--- config.mk ---
export PLATFORM = sky130hd
export DESIGN_NAME = fetch_unit_flat
export DESIGN_NICKNAME = d
export VERILOG_FILES = /design/src/rtl/cpu_pkg.sv /design/src/rtl/fetch_unit_if.sv /design/src/rtl/fetch_skid_buf.sv /design/src/rtl/fetch_unit.sv /design/src/flat_wrapper.sv
export SDC_FILE = /design/constraint.sdc
export NUM_CORES = 1
export LEC_CHECK = 0
export BUFFER_PORTS_ARGS = -buffer_cell sky130_fd_sc_hd__buf_2
export CAP_MARGIN = 20
export CORE_ASPECT_RATIO = 0.5
export CORE_MARGIN = 2
export CORE_UTILIZATION = 52
export CTS_CLUSTER_DIAMETER = 200
export DETAILED_ROUTE_END_ITERATION = 12
export PLACE_DENSITY = 0.78
export SLEW_MARGIN = 20
export SYNTH_ARGS = -nofsm -noshare
export SYNTH_HDL_FRONTEND = slang
export SYNTH_HIERARCHICAL = 1
export SYNTH_SLANG_ARGS = --single-unit
export TNS_END_PERCENT = 1
--- constraint.sdc ---
create_clock -name clk -period 2.02 [get_ports clk]
set_clock_uncertainty 0.1 [all_clocks]
set_input_delay 0.404 -clock clk [delete_from_list [all_inputs] [get_ports clk]]
set_output_delay 0.404 -clock clk [all_outputs]
set_load 0.02 [all_outputs]
--- src/rtl/cpu_pkg.sv ---
// rtl/cpu_pkg.sv - shared CPU sizing defaults for ROM, fetch and decode
package cpu_pkg;

    localparam int IMEM_DATA_WIDTH = 32;
    localparam int IMEM_ADDR_WIDTH = 12;
    localparam int IMEM_RESET_PC   = 0;

    typedef logic [IMEM_ADDR_WIDTH-1:0] word_addr_t;
    typedef logic [IMEM_DATA_WIDTH-1:0] instr_word_t;

endpackage

--- src/rtl/fetch_unit_if.sv ---
// rtl/fetch_unit_if.sv - instruction-memory, decode and redirect signals of the fetch stage
interface fetch_unit_if
    import cpu_pkg::*;
#(
    parameter int DATA_WIDTH    = IMEM_DATA_WIDTH,
    parameter int ADDRESS_WIDTH = IMEM_ADDR_WIDTH
);
    logic [ADDRESS_WIDTH-1:0] imem_addr;
    logic [DATA_WIDTH-1:0]    imem_data;
    logic [DATA_WIDTH-1:0]    instr;
    logic [ADDRESS_WIDTH-1:0] instr_pc;
    logic                     instr_valid;
    logic                     instr_ready;
    logic                     redirect_valid;
    logic [ADDRESS_WIDTH-1:0] redirect_pc;

    modport master (
        output imem_addr, instr, instr_pc, instr_valid,
        input  imem_data, instr_ready, redirect_valid, redirect_pc
    );

    modport slave (
        input  imem_addr, instr, instr_pc, instr_valid,
        output imem_data, instr_ready, redirect_valid, redirect_pc
    );
endinterface

--- src/rtl/fetch_skid_buf.sv ---
// rtl/fetch_skid_buf.sv - one-entry hold buffer for a fetched instruction and its pc
module fetch_skid_buf
    import cpu_pkg::*;
#(
    parameter int DATA_WIDTH    = IMEM_DATA_WIDTH,
    parameter int ADDRESS_WIDTH = IMEM_ADDR_WIDTH
) (
    input  logic                     clk,
    input  logic                     reset_n,
    input  logic                     load_i,
    input  logic                     clear_i,
    input  logic                     flush_i,
    input  logic [DATA_WIDTH-1:0]    data_i,
    input  logic [ADDRESS_WIDTH-1:0] pc_i,
    output logic                     valid_o,
    output logic [DATA_WIDTH-1:0]    data_o,
    output logic [ADDRESS_WIDTH-1:0] pc_o
);
    logic                     valid_q, valid_d;
    logic [DATA_WIDTH-1:0]    data_q, data_d;
    logic [ADDRESS_WIDTH-1:0] pc_q, pc_d;

    // flush beats load beats clear
    always_comb begin
        valid_d = valid_q;
        data_d  = data_q;
        pc_d    = pc_q;
        if (flush_i) begin
            valid_d = 1'b0;
        end else if (load_i) begin
            valid_d = 1'b1;
            data_d  = data_i;
            pc_d    = pc_i;
        end else if (clear_i) begin
            valid_d = 1'b0;
        end
    end

    always_ff @(posedge clk) begin
        if (!reset_n) begin
            valid_q <= 1'b0;
            data_q  <= '0;
            pc_q    <= '0;
        end else begin
            valid_q <= valid_d;
            data_q  <= data_d;
            pc_q    <= pc_d;
        end
    end

    assign valid_o = valid_q;
    assign data_o  = data_q;
    assign pc_o    = pc_q;
endmodule

--- src/rtl/fetch_unit.sv ---
// rtl/fetch_unit.sv - sequential instruction fetch from a registered ROM with stall hold and redirect
module fetch_unit
    import cpu_pkg::*;
#(
    parameter int DATA_WIDTH    = IMEM_DATA_WIDTH,
    parameter int ADDRESS_WIDTH = IMEM_ADDR_WIDTH,
    parameter int RESET_PC      = IMEM_RESET_PC
) (
    input  logic          clk,
    input  logic          reset_n,
    fetch_unit_if.master  bus
);
    logic [ADDRESS_WIDTH-1:0] pc_q, pc_d;
    logic                     inflight_q, inflight_d;
    logic [ADDRESS_WIDTH-1:0] inflight_pc_q, inflight_pc_d;

    logic                     hold_valid;
    logic [DATA_WIDTH-1:0]    hold_instr;
    logic [ADDRESS_WIDTH-1:0] hold_pc;

    logic                     instr_valid_w;
    logic                     issue;
    logic                     hold_load;
    logic                     hold_clear;

    always_comb begin
        instr_valid_w = !bus.redirect_valid && (hold_valid || inflight_q);
        issue         = !bus.redirect_valid && (!instr_valid_w || bus.instr_ready);
        // a stalled ROM word moves into the hold buffer so the ROM can be re-read freely
        hold_load     = inflight_q && !hold_valid && !bus.instr_ready && !bus.redirect_valid;
        hold_clear    = hold_valid && bus.instr_ready && !bus.redirect_valid;

        pc_d          = pc_q;
        inflight_d    = 1'b0;
        inflight_pc_d = inflight_pc_q;
        if (bus.redirect_valid) begin
            pc_d = bus.redirect_pc;
        end else if (issue) begin
            pc_d          = pc_q + ADDRESS_WIDTH'(1);
            inflight_d    = 1'b1;
            inflight_pc_d = pc_q;
        end
    end

    always_ff @(posedge clk) begin
        if (!reset_n) begin
            pc_q          <= ADDRESS_WIDTH'(RESET_PC);
            inflight_q    <= 1'b0;
            inflight_pc_q <= ADDRESS_WIDTH'(RESET_PC);
        end else begin
            pc_q          <= pc_d;
            inflight_q    <= inflight_d;
            inflight_pc_q <= inflight_pc_d;
        end
    end

    fetch_skid_buf #(
        .DATA_WIDTH    (DATA_WIDTH),
        .ADDRESS_WIDTH (ADDRESS_WIDTH)
    ) u_skid (
        .clk     (clk),
        .reset_n (reset_n),
        .load_i  (hold_load),
        .clear_i (hold_clear),
        .flush_i (bus.redirect_valid),
        .data_i  (bus.imem_data),
        .pc_i    (inflight_pc_q),
        .valid_o (hold_valid),
        .data_o  (hold_instr),
        .pc_o    (hold_pc)
    );

    assign bus.imem_addr   = pc_q;
    assign bus.instr       = hold_valid ? hold_instr : bus.imem_data;
    assign bus.instr_pc    = hold_valid ? hold_pc : inflight_pc_q;
    assign bus.instr_valid = instr_valid_w;

    always_ff @(posedge clk) begin
        if (reset_n) begin
            assert (!(inflight_q && hold_valid));
        end
    end
endmodule

--- src/flat_wrapper.sv ---
// flat-port wrapper written by rule: the top's interface ports become plain ports
module fetch_unit_flat import cpu_pkg::*;
#(
    parameter int DATA_WIDTH    = IMEM_DATA_WIDTH,
    parameter int ADDRESS_WIDTH = IMEM_ADDR_WIDTH,
    parameter int RESET_PC      = IMEM_RESET_PC
)
  (clk, reset_n, bus_imem_addr, bus_instr, bus_instr_pc, bus_instr_valid, bus_imem_data, bus_instr_ready, bus_redirect_valid, bus_redirect_pc);
  fetch_unit_if #(.DATA_WIDTH(DATA_WIDTH), .ADDRESS_WIDTH(ADDRESS_WIDTH)) bus_i ();
  input  logic clk;
  input  logic reset_n;
  output wire logic [$bits(bus_i.imem_addr)-1:0] bus_imem_addr;
  output wire logic [$bits(bus_i.instr)-1:0] bus_instr;
  output wire logic [$bits(bus_i.instr_pc)-1:0] bus_instr_pc;
  output wire logic [$bits(bus_i.instr_valid)-1:0] bus_instr_valid;
  input wire logic [$bits(bus_i.imem_data)-1:0] bus_imem_data;
  input wire logic [$bits(bus_i.instr_ready)-1:0] bus_instr_ready;
  input wire logic [$bits(bus_i.redirect_valid)-1:0] bus_redirect_valid;
  input wire logic [$bits(bus_i.redirect_pc)-1:0] bus_redirect_pc;
  assign bus_imem_addr = bus_i.imem_addr;
  assign bus_instr = bus_i.instr;
  assign bus_instr_pc = bus_i.instr_pc;
  assign bus_instr_valid = bus_i.instr_valid;
  assign bus_i.imem_data = bus_imem_data;
  assign bus_i.instr_ready = bus_instr_ready;
  assign bus_i.redirect_valid = bus_redirect_valid;
  assign bus_i.redirect_pc = bus_redirect_pc;
  fetch_unit #(.DATA_WIDTH(DATA_WIDTH), .ADDRESS_WIDTH(ADDRESS_WIDTH), .RESET_PC(RESET_PC)) u_core (.clk(clk), .reset_n(reset_n), .bus(bus_i));
endmodule
=== Word level (Yosys, flattened, before mapping) ===
Cells that the tools add are included.

* Output and inout bits: 57
* Input bits: 48
* Word-level logic and storage cells: 34
* Register bits: 70

* Reductions and logical operators: 18
* Multiplexer cells: 7
* Bitwise operators: 2
* Add/sub/neg operators: 1

{| class="wikitable"
|+ Operator list
! cell !! number
|-
| two-way mux 12 bit || 3
|-
| two-way mux 32 bit || 1
|-
| adder 12 x 1 -> 12 bit (second input constant) || 1
|-
| logical AND 1 bit || 7
|-
| logical NOT 1 bit || 4
|-
| AND reduction 2 bit || 2
|-
| nonzero test 2 bit || 2
|-
| two-way mux 1 bit || 3
|-
| logical OR 1 bit || 2
|-
| inverter 1 bit || 2
|-
| OR reduction 2 bit || 1
|}

=== Longest topological paths before layout ===
Gate-level depths: netlist of run 1.

* Depth in word-level cells: 7
* Gate-level depth with buffers: 7
* Mapped depth without buffers: 5

=== By module ===
The synthesis of run 1 kept the hierarchy.

{| class="wikitable"
|+ Modules (own cells, without submodules)
! module !! area each (µm²) !! cells each !! times used !! seq. area each (µm²)
|-
| fetch_skid_buf || 1,866.8 || 196 || 1 || 900.9
|-
| fetch_unit || 1,725.4 || 189 || 1 || 500.5
|}

=== Worst setup path before layout of run 1 ===
OpenSTA, ideal clock, no wires.

* Path type: register to register
* From: reg u_core.u_skid.valid_q (netlist: u_core/u_skid/valid_o)
* To: reg u_core.u_skid.data_q[0] (netlist: u_core/u_skid/data_o[0])
* Data required time: 1.848 ns
* Setup time: 0.072 ns
* Data arrival time: 1.675 ns
* Clock period less this slack: 1.847 ns
* Buffers on the path: 4
* Setup slack: 0.173 ns
* Cell stages (with the launch flop): 8
* Path through: dfxtp_1 -> buf_2 -> buf_2 -> nor4b_1 -> nor2b_4 -> buf_12 -> buf_12 -> mux2i_1

* Cells in the longest elaborated chain, start to end: 5

{| class="wikitable"
|+ RTL lines
! item !! RTL line !! RTL
|-
| start, declared || fetch_skid_buf.sv:19 || <nowiki>logic valid_q, valid_d;</nowiki>
|-
| start signal, assigned || fetch_skid_buf.sv:45 || <nowiki>valid_q <= valid_d;</nowiki>
|-
| logical NOT 1 bit || fetch_unit.sv:30 || <nowiki>hold_load = inflight_q && !hold_valid && !bus.instr_ready && !bus.redirect_valid;</nowiki>
|-
| logical AND 1 bit (3 in a row) || fetch_unit.sv:30 ||
|-
| via u_core.hold_load || fetch_unit.sv:23 || <nowiki>logic hold_load;</nowiki>
|-
| AND reduction 2 bit (no line) || - ||
|-
| end signal, assigned || fetch_skid_buf.sv:46 || <nowiki>data_q <= data_d;</nowiki>
|-
| end, declared || fetch_skid_buf.sv:20 || <nowiki>logic [DATA_WIDTH-1:0] data_q, data_d;</nowiki>
|}

The timed path passes the listed nets, and every way through them passes these cells.
A chain may end at the register's enable or synchronous reset.

=== Worst setup path after layout of run 1 ===
* From: reg u_core.u_skid.valid_q (netlist: u_core/u_skid/valid_o)
* To: out bus_instr_pc[5]

* Cells in the longest elaborated chain, start to end: 1

{| class="wikitable"
|+ RTL lines
! item !! RTL line !! RTL
|-
| two-way mux 12 bit || fetch_unit.sv:75 || <nowiki>assign bus.instr_pc = hold_valid ? hold_pc : inflight_pc_q;</nowiki>
|-
| end, declared || flat_wrapper.sv:14 || <nowiki>output wire logic [$bits(bus_i.instr_pc)-1:0] bus_instr_pc;</nowiki>
|}

No other way between the ends.

==> results.yml, run 1 <==
layout:
  finalNetCount: 534
  final_cell_mix: "nand2_1 (108), buf_2 (104), dfxtp_1 (69)"
  design_area_um2: 4450
  drive_gt1_share_pct: 37.1
  syn2layout_area_growth_pct: 23.8
  final_common_cell: "nand2_1"
  instances_no_fill: 580
  diodes: 0
  fillCellCount: 557
yosys:
  synth-seq-cells: 70
  synth_cell_type_count: 38
  async_reset_ff_share_pct: 0
  synth_fp_nets: 434
  avgSynthCellArea_um2: 9.33
  ys_seq_area_share_pct: 39.0
  synth_edf_count: 0
  netlist_instances: 385
  yosysWarningCount: 6
  syn_area_um2: 3590
  synth_ff_type: "dfxtp_1"
clock_tree:
  htree_num_levels: 3
  cts-buffers-inserted: 9
  root_buffer: "clkbuf_16"
  clkSlewWorstSetupHoldPaths_ns: 0.05
  cts_tree: "yes"
  cts_max_path_buffers: 2
  post_cts_buffers: 0
  clkSinkCount: 70
  clock_latency_ns: 0.32
min_path:
  hold_class: "in2reg"
setup_path:
  crit_buf_inv: 2
  path_cells: "buf_12 > mux2_2 > buf_2"
  worstSetupEndpointType: "primary output"
  cpLargestDelayFamily: "flip-flops"
  worstSetupPathType: "reg2out"
  cpPeakStageDelay_ns: 0.41
  crit_arrival_ns: 1.45
  worst_path_max_delay_cell: "dfxtp_4"
  cp_max_fo: 24
  required_ns: 1.52
  worst_setup_path_start_kind: "register"
job:
  cap_violations: 0
detailed_routing:
  wl_um: 7430
  detail_route.wl_per_cell_um: 12.8
  ant_nets: 0
  first_iter_violations: 134
  dr.pass1.iters: 4
  drc_errors: 0
  vias: 2956
  avgViaCountPerCell: 5.10
sta:
  hold_ws_ns: 0.202
  fin_setup_tns_ns: 0
  hold_viol_final: 0
  slew-limit-headroom_pct: 51.6
  worstMarginPinSlew_ns: 0.723
  fmaxAchievable_mhz: 511
  setup_viol: 0
  rsz0062_at_grt: "no"
  drv_slew: 0
  setup_slack_ns: 0.0647
  period_share_pct: 96.8
  period_needed_ns: 1.96
global_route:
  gr-total-overflow: 0
  antenna_found_initial: 0
  grt_pass1_vias: 2734
  grt_pass1_wl_um: 12400
  grt_max_degree: 88
  track_usage_pct: 20.0
die:
  fp-row-count: 21
  core_region_area_um2: 6670
  fp.dieW_um: 122
  start_util_pct: 53.8
  die_area_um2: 7630
  ios: 105
  die_h_um: 62.8
placement:
  placed_area_um2: 4170
  io_buffer_count: 104
  gp_congestion: 0.762
  dp_hpwl_um: 5140
  pre_cts_ws_ns: 0.181
  place_inst: 566
pwr:
  p_per_area_nw_per_um2: 749
  static-leakage-power_nw: 1.83
  vdd_drop_max_mv: 0.447
status:
  status: "completed"
==> sequential cells by signal (all words and copies together), names as in the netlist <==
| signal | count |
|---|---|
| u_core/u_skid/data_o | 32 |
| u_core/bus.imem_addr | 12 |
| u_core/inflight_pc_q | 12 |
| u_core/u_skid/pc_o | 12 |
| u_core/inflight_q | 1 |
| u_core/u_skid/valid_o | 1 |
==> routing by layer <==
metal	global-route usage (%)	vias up	wire (um)
li1	-	1513	-
met1	25.6	1365	3510
met2	32.3	66	3420
met3	6.48	12	396
met4	6.18	0	100
met5	0	-	0
==> final cells by class <==
| type | instances | area (um^2) | area share, % |
|---|---|---|---|
| Clock buffer | 13 | 270 | 6.08 |
| Multi-Input combinational cell | 282 | 1950 | 43.8 |
| Clock inverter | 1 | 5.00 | 0.113 |
| Tap cell | 92 | 115 | 2.59 |
| Inverter | 4 | 15.0 | 0.338 |
| Timing Repair Buffer | 118 | 688 | 15.5 |
| Sequential cell | 70 | 1410 | 31.6 |
==> cells in the mapped netlist (2+ instances only) <==
cell type / number / share of area [%]
buf_2: 13 / 1.8
nand2b_1: 2 / 0.35
and2_1: 2 / 0.35
nor2_1: 5 / 0.52
xnor2_1: 7 / 1.7
mux2i_1: 44 / 12
o21ai_0: 21 / 2.9
nand3_1: 5 / 0.70
inv_1: 3 / 0.31
clkbuf_1: 6 / 0.63
buf_6: 2 / 0.63
mux2_2: 44 / 14
dfxtp_1: 70 / 39
buf_4: 2 / 0.42
nor4b_1: 2 / 0.49
o211a_1: 3 / 0.84
nand4_1: 3 / 0.52
a21oi_1: 8 / 1.1
a21boi_0: 11 / 2.3
nand2_1: 108 / 11
xor2_1: 3 / 0.73
buf_12: 5 / 2.8
==> kinds of logic (layout without fill, tap and decap cells) <==
| group | count (synthesis) | after routing | share of synthesized area (%) |
|---|---|---|---|
| simple gates | 135 | 135 | 16.9 |
| mux | 88 | 88 | 26.1 |
| flops | 70 | 70 | 39.0 |
| compound gates | 48 | 48 | 8.43 |
| buf+inv | 33 | 136 | 6.79 |
| xor+xnor | 10 | 10 | 2.44 |
| fa+ha+maj | 1 | 1 | 0.348 |
==> repair_timing <==
action	in CTS	in global routing
setup endpoints to repair	1	0
hold buffers	0	0
resized for setup	1	0
==> where the power goes <==
| part | total (W) | internal [W] | switching (W) |
|---|---|---|---|
| logic | 0.000436 | 0.000187 | 0.000250 |
| clock network | 0.00144 | 0.000915 | 0.000524 |
| registers | 0.00145 | 0.00142 | 0.0000348 |
==> final timing paths <==
check                                         from                                     to  slack [ns]  cells past startpoint
max             u_core/u_skid/valid_o$_SDFFE_PP0P_                        bus_instr_pc[5]        0.06                      3
min reg2reg  u_core/u_skid/data_o[12]$_SDFFE_PN0P_  u_core/u_skid/data_o[12]$_SDFFE_PN0P_        0.35                      2
max reg2reg   u_core/bus.imem_addr[0]$_SDFFE_PN0P_  u_core/bus.imem_addr[11]$_SDFFE_PN0P_        0.29                      4
min                             bus_redirect_pc[1]   u_core/bus.imem_addr[1]$_SDFFE_PN0P_        0.20                      2
==> worst reg2reg max path, cell delays in order (launching register included) <==
cell and delay (ns):
dfxtp_1 0.44, and4_1 0.31, nor4b_1 0.51, nand3_1 0.14, o311ai_0 0.12
==> metrics by stage <==
step / power (W) / util (%)
after floorplan: 0.00177 / -
after global placement: 0.00191 / 62.4
after detailed placement: 0.00192 / 62.4
after CTS: 0.00336 / 66.6
after global routing: 0.00346 / 66.6
final: 0.00333 / 66.6
Power figures use the tool's default switching activity.
==> run 2: changes to the inputs <==
--- a/config.mk
+++ b/config.mk
@@ -12,7 +12,7 @@
 export CORE_UTILIZATION = 52
 export CTS_CLUSTER_DIAMETER = 200
 export DETAILED_ROUTE_END_ITERATION = 12
-export PLACE_DENSITY = 0.78
+export PLACE_DENSITY = 0.81
 export SLEW_MARGIN = 20
 export SYNTH_ARGS = -nofsm -noshare
 export SYNTH_HDL_FRONTEND = slang
==> results.yml, run 2 (synthesis gave the netlist of run 1 again) <==
pwr:
  p_per_area_nw_per_um2: 744
  power_w: 0.00330
  vdd_drop_max_mv: 0.471
  static-leakage-power_nw: 1.83
global_route:
  grt_pass1_vias: 2836
  track_usage_pct: 20.7
  grt_pass1_wl_um: 12500
  gr-total-overflow: 0
  grt_max_degree: 102
  antenna_found_initial: 0
setup_path:
  required_ns: 1.52
  cp_max_fo: 21
  worstSetupPathType: "reg2out"
  critPathLaunch: "u_core/u_skid/valid_o$_SDFFE_PP0P_"
  reg2reg_to: "u_core/inflight_pc_q[11]$_SDFFE_PN0P_"
  rrSetupSlack_ns: 0.24
  reg2reg_depth: 4
  crit_arrival_ns: 1.46
  r2r-start: "u_core/u_skid/valid_o$_SDFFE_PP0P_"
  worstSetupEndpointType: "primary output"
  worst_setup_path_start_kind: "register"
layout:
  fillCellCount: 563
  final_common_cell: "nand2_1"
  diodes: 0
  final_cell_mix: "nand2_1 (108), buf_2 (104), dfxtp_1 (69)"
  multi_input_area_um2: 1950
  instances_no_fill: 582
  drive_gt1_share_pct: 37.1
  finalNetCount: 534
  largest_register_ff_count: 32
  seqCellArea_um2: 1410
  syn2layout_area_growth_pct: 23.6
detailed_routing:
  ant_nets: 0
  detail_route.wl_per_cell_um: 12.9
  first_iter_violations: 95
  drc_errors: 0
  dr.pass1.iters: 4
  avgViaCountPerCell: 5.08
  vias: 2954
  wl_um: 7510
die:
  start_util_pct: 53.8
  die_area_um2: 7630
  die_h_um: 62.8
  fp-row-count: 21
  ios: 105
  core_region_area_um2: 6670
  fp.dieW_um: 122
clock_tree:
  clkSinkCount: 70
  root_buffer: "clkbuf_16"
  clkSlewWorstSetupHoldPaths_ns: 0.05
  cts_max_path_buffers: 2
  cts_tree: "yes"
  htree_num_levels: 3
  cts-buffers-inserted: 9
  clock_latency_ns: 0.33
sta:
  fmaxAchievable_mhz: 510
  rsz0062_at_grt: "no"
  setup_viol: 0
  drv_slew: 0
  fin_setup_tns_ns: 0
  period_share_pct: 97.1
  slew-limit-headroom_pct: 51.0
  period_needed_ns: 1.96
  worstMarginPinSlew_ns: 0.733
  hold_viol_final: 0
placement:
  dp_hpwl_um: 5200
  place_inst: 565
  io_buffer_count: 104
  gp_congestion: 0.764
job:
  cap_violations: 0
min_path:
  min_from: "bus_redirect_pc[1]"
  hold_depth: 2
  hold_end: "u_core/bus.imem_addr[1]$_SDFFE_PN0P_"
  hold_class: "in2reg"
status:
  status: "completed"
run 2: changes by cell type in the layout (fill, tap and decap cells not counted):
cell and change:
clkbuf_8 -2, clkinv_2 +2, clkbuf_1 +1, clkinvlp_4 +1
run 2: worst max-delay path, stage by stage, from the launching register on:
cell     delay, ns
dfxtp_4       0.42
buf_12        0.18
mux2_2        0.35
buf_2         0.16
run 2: timing repair:
item / 4_1_cts / 5_1_grt
setup buffers: 0 / 1
hold buffers: 0 / 0
endpoints found under the setup margin: 42 / 10
gates resized for setup: 1 / 0
run 2: report_power, final:
part           switching, W  internal (W)  total, W
Combinational      0.000249      0.000186  0.000434
Sequential        0.0000343       0.00142   0.00145
Clock              0.000558      0.000857   0.00141
run 2: per-layer routing:
layer / up-vias / wire length [um] / GRT usage, %
li1: 1512 / - / -
met3: 8 / 322 / 6.11
met4: 0 / 116 / 8.48
met1: 1377 / 3450 / 25.0
met5: - / 0 / 0
met2: 57 / 3630 / 34.7
run 2: layout make-up:
cell class,count,share of cell area (%)
clock buffer,12,5.55
clock inverter,4,0.507
inverter,4,0.338
multi-input combinational,282,43.9
sequential,70,31.7
tap,92,2.59
timing repair buffer,118,15.5
run 2: worst max-delay path by stage:
stage / slack, ns / cells past startpoint / to
5_1_grt: 0.007 / 3 / bus_instr_pc[4]
3_3_place_gp: 0.17 / 5 / u_core/u_skid/data_o[7]$_SDFFE_PN0P_
6_report: 0.06 / 3 / bus_instr[12]
3_5_place_dp: 0.16 / 5 / u_core/u_skid/pc_o[3]$_SDFFE_PN0P_
4_1_cts: 0.03 / 3 / bus_instr_pc[7]
2_1_floorplan: 0.17 / 7 / u_core/u_skid/data_o[0]$_SDFFE_PN0P_
run 2: metrics by stage:
step	hold slack (ns)	worst slack [ns]	cell area, um^2	util (%)
after CTS	0.185	0.0252	4430	66.4
after global placement	0.338	0.174	4160	62.3
after global routing	0.190	0.00710	4440	66.5
after detailed placement	0.344	0.163	4160	62.3
final	0.197	0.0584	4440	66.5
after floorplan	0.331	0.173	3590	-
==> run 3: changes to the inputs <==
--- a/config.mk
+++ b/config.mk
@@ -8,7 +8,6 @@
 export BUFFER_PORTS_ARGS = -buffer_cell sky130_fd_sc_hd__buf_2
 export CAP_MARGIN = 20
 export CORE_ASPECT_RATIO = 0.5
-export CORE_MARGIN = 2
 export CORE_UTILIZATION = 52
 export CTS_CLUSTER_DIAMETER = 200
 export DETAILED_ROUTE_END_ITERATION = 12
==> constraint.sdc (replaced) <==
create_clock -name clk -period 2.18 [get_ports clk]
set_clock_uncertainty 0.1 [all_clocks]
set_input_delay 0.436 -clock clk [delete_from_list [all_inputs] [get_ports clk]]
set_output_delay 0.436 -clock clk [all_outputs]
set_load 0.02 [all_outputs]
==> results.yml, run 3 (synthesis gave the netlist of run 1 again) <==
setup_path:
  rrSetupSlack_ns: 0.39
  worst_setup_path_start_kind: "register"
  cpPeakStageDelay_ns: 0.43
  worstSetupPathType: "reg2out"
  r2r-start: "u_core/u_skid/valid_o$_SDFFE_PP0P_"
  cp_max_fo: 21
  worst_path_max_delay_cell: "dfxtp_2"
  reg2reg_depth: 4
  worstSetupEndpointType: "primary output"
  required_ns: 1.64
  path_cells: "buf_6 > mux2_2 > buf_2"
  crit_arrival_ns: 1.55
  reg2reg_to: "u_core/inflight_pc_q[1]$_SDFFE_PN0P_"
sta:
  slew-limit-headroom_pct: 54.6
  worstMarginPinSlew_ns: 0.678
  fin_setup_tns_ns: 0
  period_share_pct: 95.6
  period_needed_ns: 2.08
  drv_slew: 0
  rsz0062_at_grt: "no"
  hold_ws_ns: 0.229
  setup_slack_ns: 0.0960
  hold_viol_final: 0
  fmaxAchievable_mhz: 480
  setup_viol: 0
die:
  ios: 105
  die_area_um2: 7260
  core_region_area_um2: 6360
  fp.dieW_um: 120
  fp-row-count: 20
  die_h_um: 60.8
  start_util_pct: 56.5
min_path:
  hold_depth: 2
  hold_end: "u_core/bus.imem_addr[1]$_SDFFE_PN0P_"
  min_from: "bus_redirect_pc[1]"
  hold_class: "in2reg"
layout:
  largest_register_ff_count: 32
  drive_gt1_share_pct: 36.8
  final_common_cell: "nand2_1"
  final_cell_mix: "nand2_1 (108), buf_2 (103), dfxtp_1 (69)"
  fillCellCount: 525
  syn2layout_area_growth_pct: 23.3
  finalNetCount: 530
  diodes: 0
  utilization_pct: 69.7
  design_area_um2: 4430
detailed_routing:
  avgViaCountPerCell: 5.13
  drc_errors: 0
  first_iter_violations: 117
  dr.pass1.iters: 5
  detail_route.wl_per_cell_um: 12.9
  vias: 2947
  ant_nets: 0
  wl_um: 7390
global_route:
  antenna_found_initial: 0
  grt_pass1_vias: 2656
  grt_busiest_layer: "met2"
  use_met3_pct: 6.67
  gr-total-overflow: 0
  grt_max_degree: 100
  track_usage_pct: 21.1
  grt_use_met1_pct: 24.7
  gr-usage-met2_pct: 36.3
  grt_pass1_wl_um: 11800
pwr:
  intPower_w: 0.00242
  pwr-share-clk_pct: 45.4
  netSwitchingFraction_pct: 24.2
  p_per_area_nw_per_um2: 723
  switchingPower_w: 0.000775
  vdd_drop_max_mv: 0.402
  pwr-share-seq_pct: 42.2
  static-leakage-power_nw: 1.82
  pwr-share-comb_pct: 12.3
clock_tree:
  clkSlewWorstSetupHoldPaths_ns: 0.05
  cts-buffers-inserted: 9
  htree_num_levels: 3
  clock_latency_ns: 0.33
  cts_tree: "yes"
  root_buffer: "clkbuf_16"
  clkSinkCount: 70
  ctsHoldBuffers: 0
  cts_max_path_buffers: 2
job:
  cap_violations: 0
placement:
  gp_congestion: 0.785
  placed_area_um2: 4120
  io_buffer_count: 104
  dp_hpwl_um: 5080
  pre_cts_ws_ns: 0.272
status:
  status: "completed"
==> run 3: changes by cell type in the layout (fill, tap and decap cells not counted) <==
cell,delta
buf_4,-3
buf_12,-1
buf_2,-1
buf_6,+1
bufinv_16,+1
clkbuf_1,-1
clkbuf_8,+1
clkinvlp_4,-1
dfxtp_2,+1
dfxtp_4,-1
==> run 3: timing repair <==
item | in CTS | in global routing
hold endpoints to repair | 0 | 0
gates resized for setup | 0 | 1
setup buffers | 0 | 0
setup endpoints to repair | 0 | 21
==> run 3: worst max-delay path, delay by kind of cell (launching register included) <==
kind | cells | cell delay, ns
flip-flops | 1 | 0.43
buffers and inverters | 2 | 0.40
multiplexers | 1 | 0.37
==> run 3: area by class of cell <==
| class | count | area [um^2] | area share [%] |
|---|---|---|---|
| clock buffers | 12 | 256 | 5.79 |
| repair buffers | 114 | 652 | 14.7 |
| well taps | 88 | 110 | 2.49 |
| clock inverters | 4 | 45.0 | 1.02 |
| inverters | 4 | 15.0 | 0.339 |
| multi-input cells | 282 | 1950 | 44.0 |
| flip-flops and latches | 70 | 1400 | 31.7 |
==> run 3: routing by layer <==
layer	part of all wire [%]	wire length, um	up-vias
li1	-	-	1512
met1	46	3430	1357
met2	47	3490	69
met3	4.8	357	9
met4	1.5	112	0
met5	0	0	-
==> run 3: how the worst max path moves through the flow <==
stage / start / end / slack [ns] / cells past startpoint
finish: u_core/u_skid/valid_o$_SDFFE_PP0P_ / bus_instr[15] / 0.1 / 3
global route: u_core/u_skid/valid_o$_SDFFE_PP0P_ / bus_instr[18] / 0.03 / 3
CTS: u_core/u_skid/valid_o$_SDFFE_PP0P_ / bus_instr[31] / 0.004 / 3
detailed placement: bus_instr_ready / u_core/inflight_pc_q[1]$_SDFFE_PN0P_ / 0.27 / 5
global placement: bus_redirect_valid / u_core/u_skid/data_o[31]$_SDFFE_PN0P_ / 0.29 / 5
floorplan: u_core/u_skid/valid_o$_SDFFE_PP0P_ / u_core/u_skid/data_o[0]$_SDFFE_PN0P_ / 0.33 / 7
==> run 3: power groups by stage <==
stage | sequential [W] | clock [W] | combinational, W
6_report | 0.00135 | 0.00145 | 0.000395
5_1_grt | 0.00135 | 0.00155 | 0.000435
4_1_cts | 0.00135 | 0.00149 | 0.000398
3_5_place_dp | 0.00138 | 0 | 0.000396
3_3_place_gp | 0.00138 | 0 | 0.000390
2_1_floorplan | 0.00139 | 0 | 0.000248
==> run 3: stage by stage <==
| step | power [W] | instances |
|---|---|---|
| after floorplan | 0.00164 | 385 |
| after global placement | 0.00177 | 558 |
| after detailed placement | 0.00177 | 558 |
| after CTS | 0.00324 | 574 |
| after global routing | 0.00334 | 574 |
| final | 0.00320 | 574 |
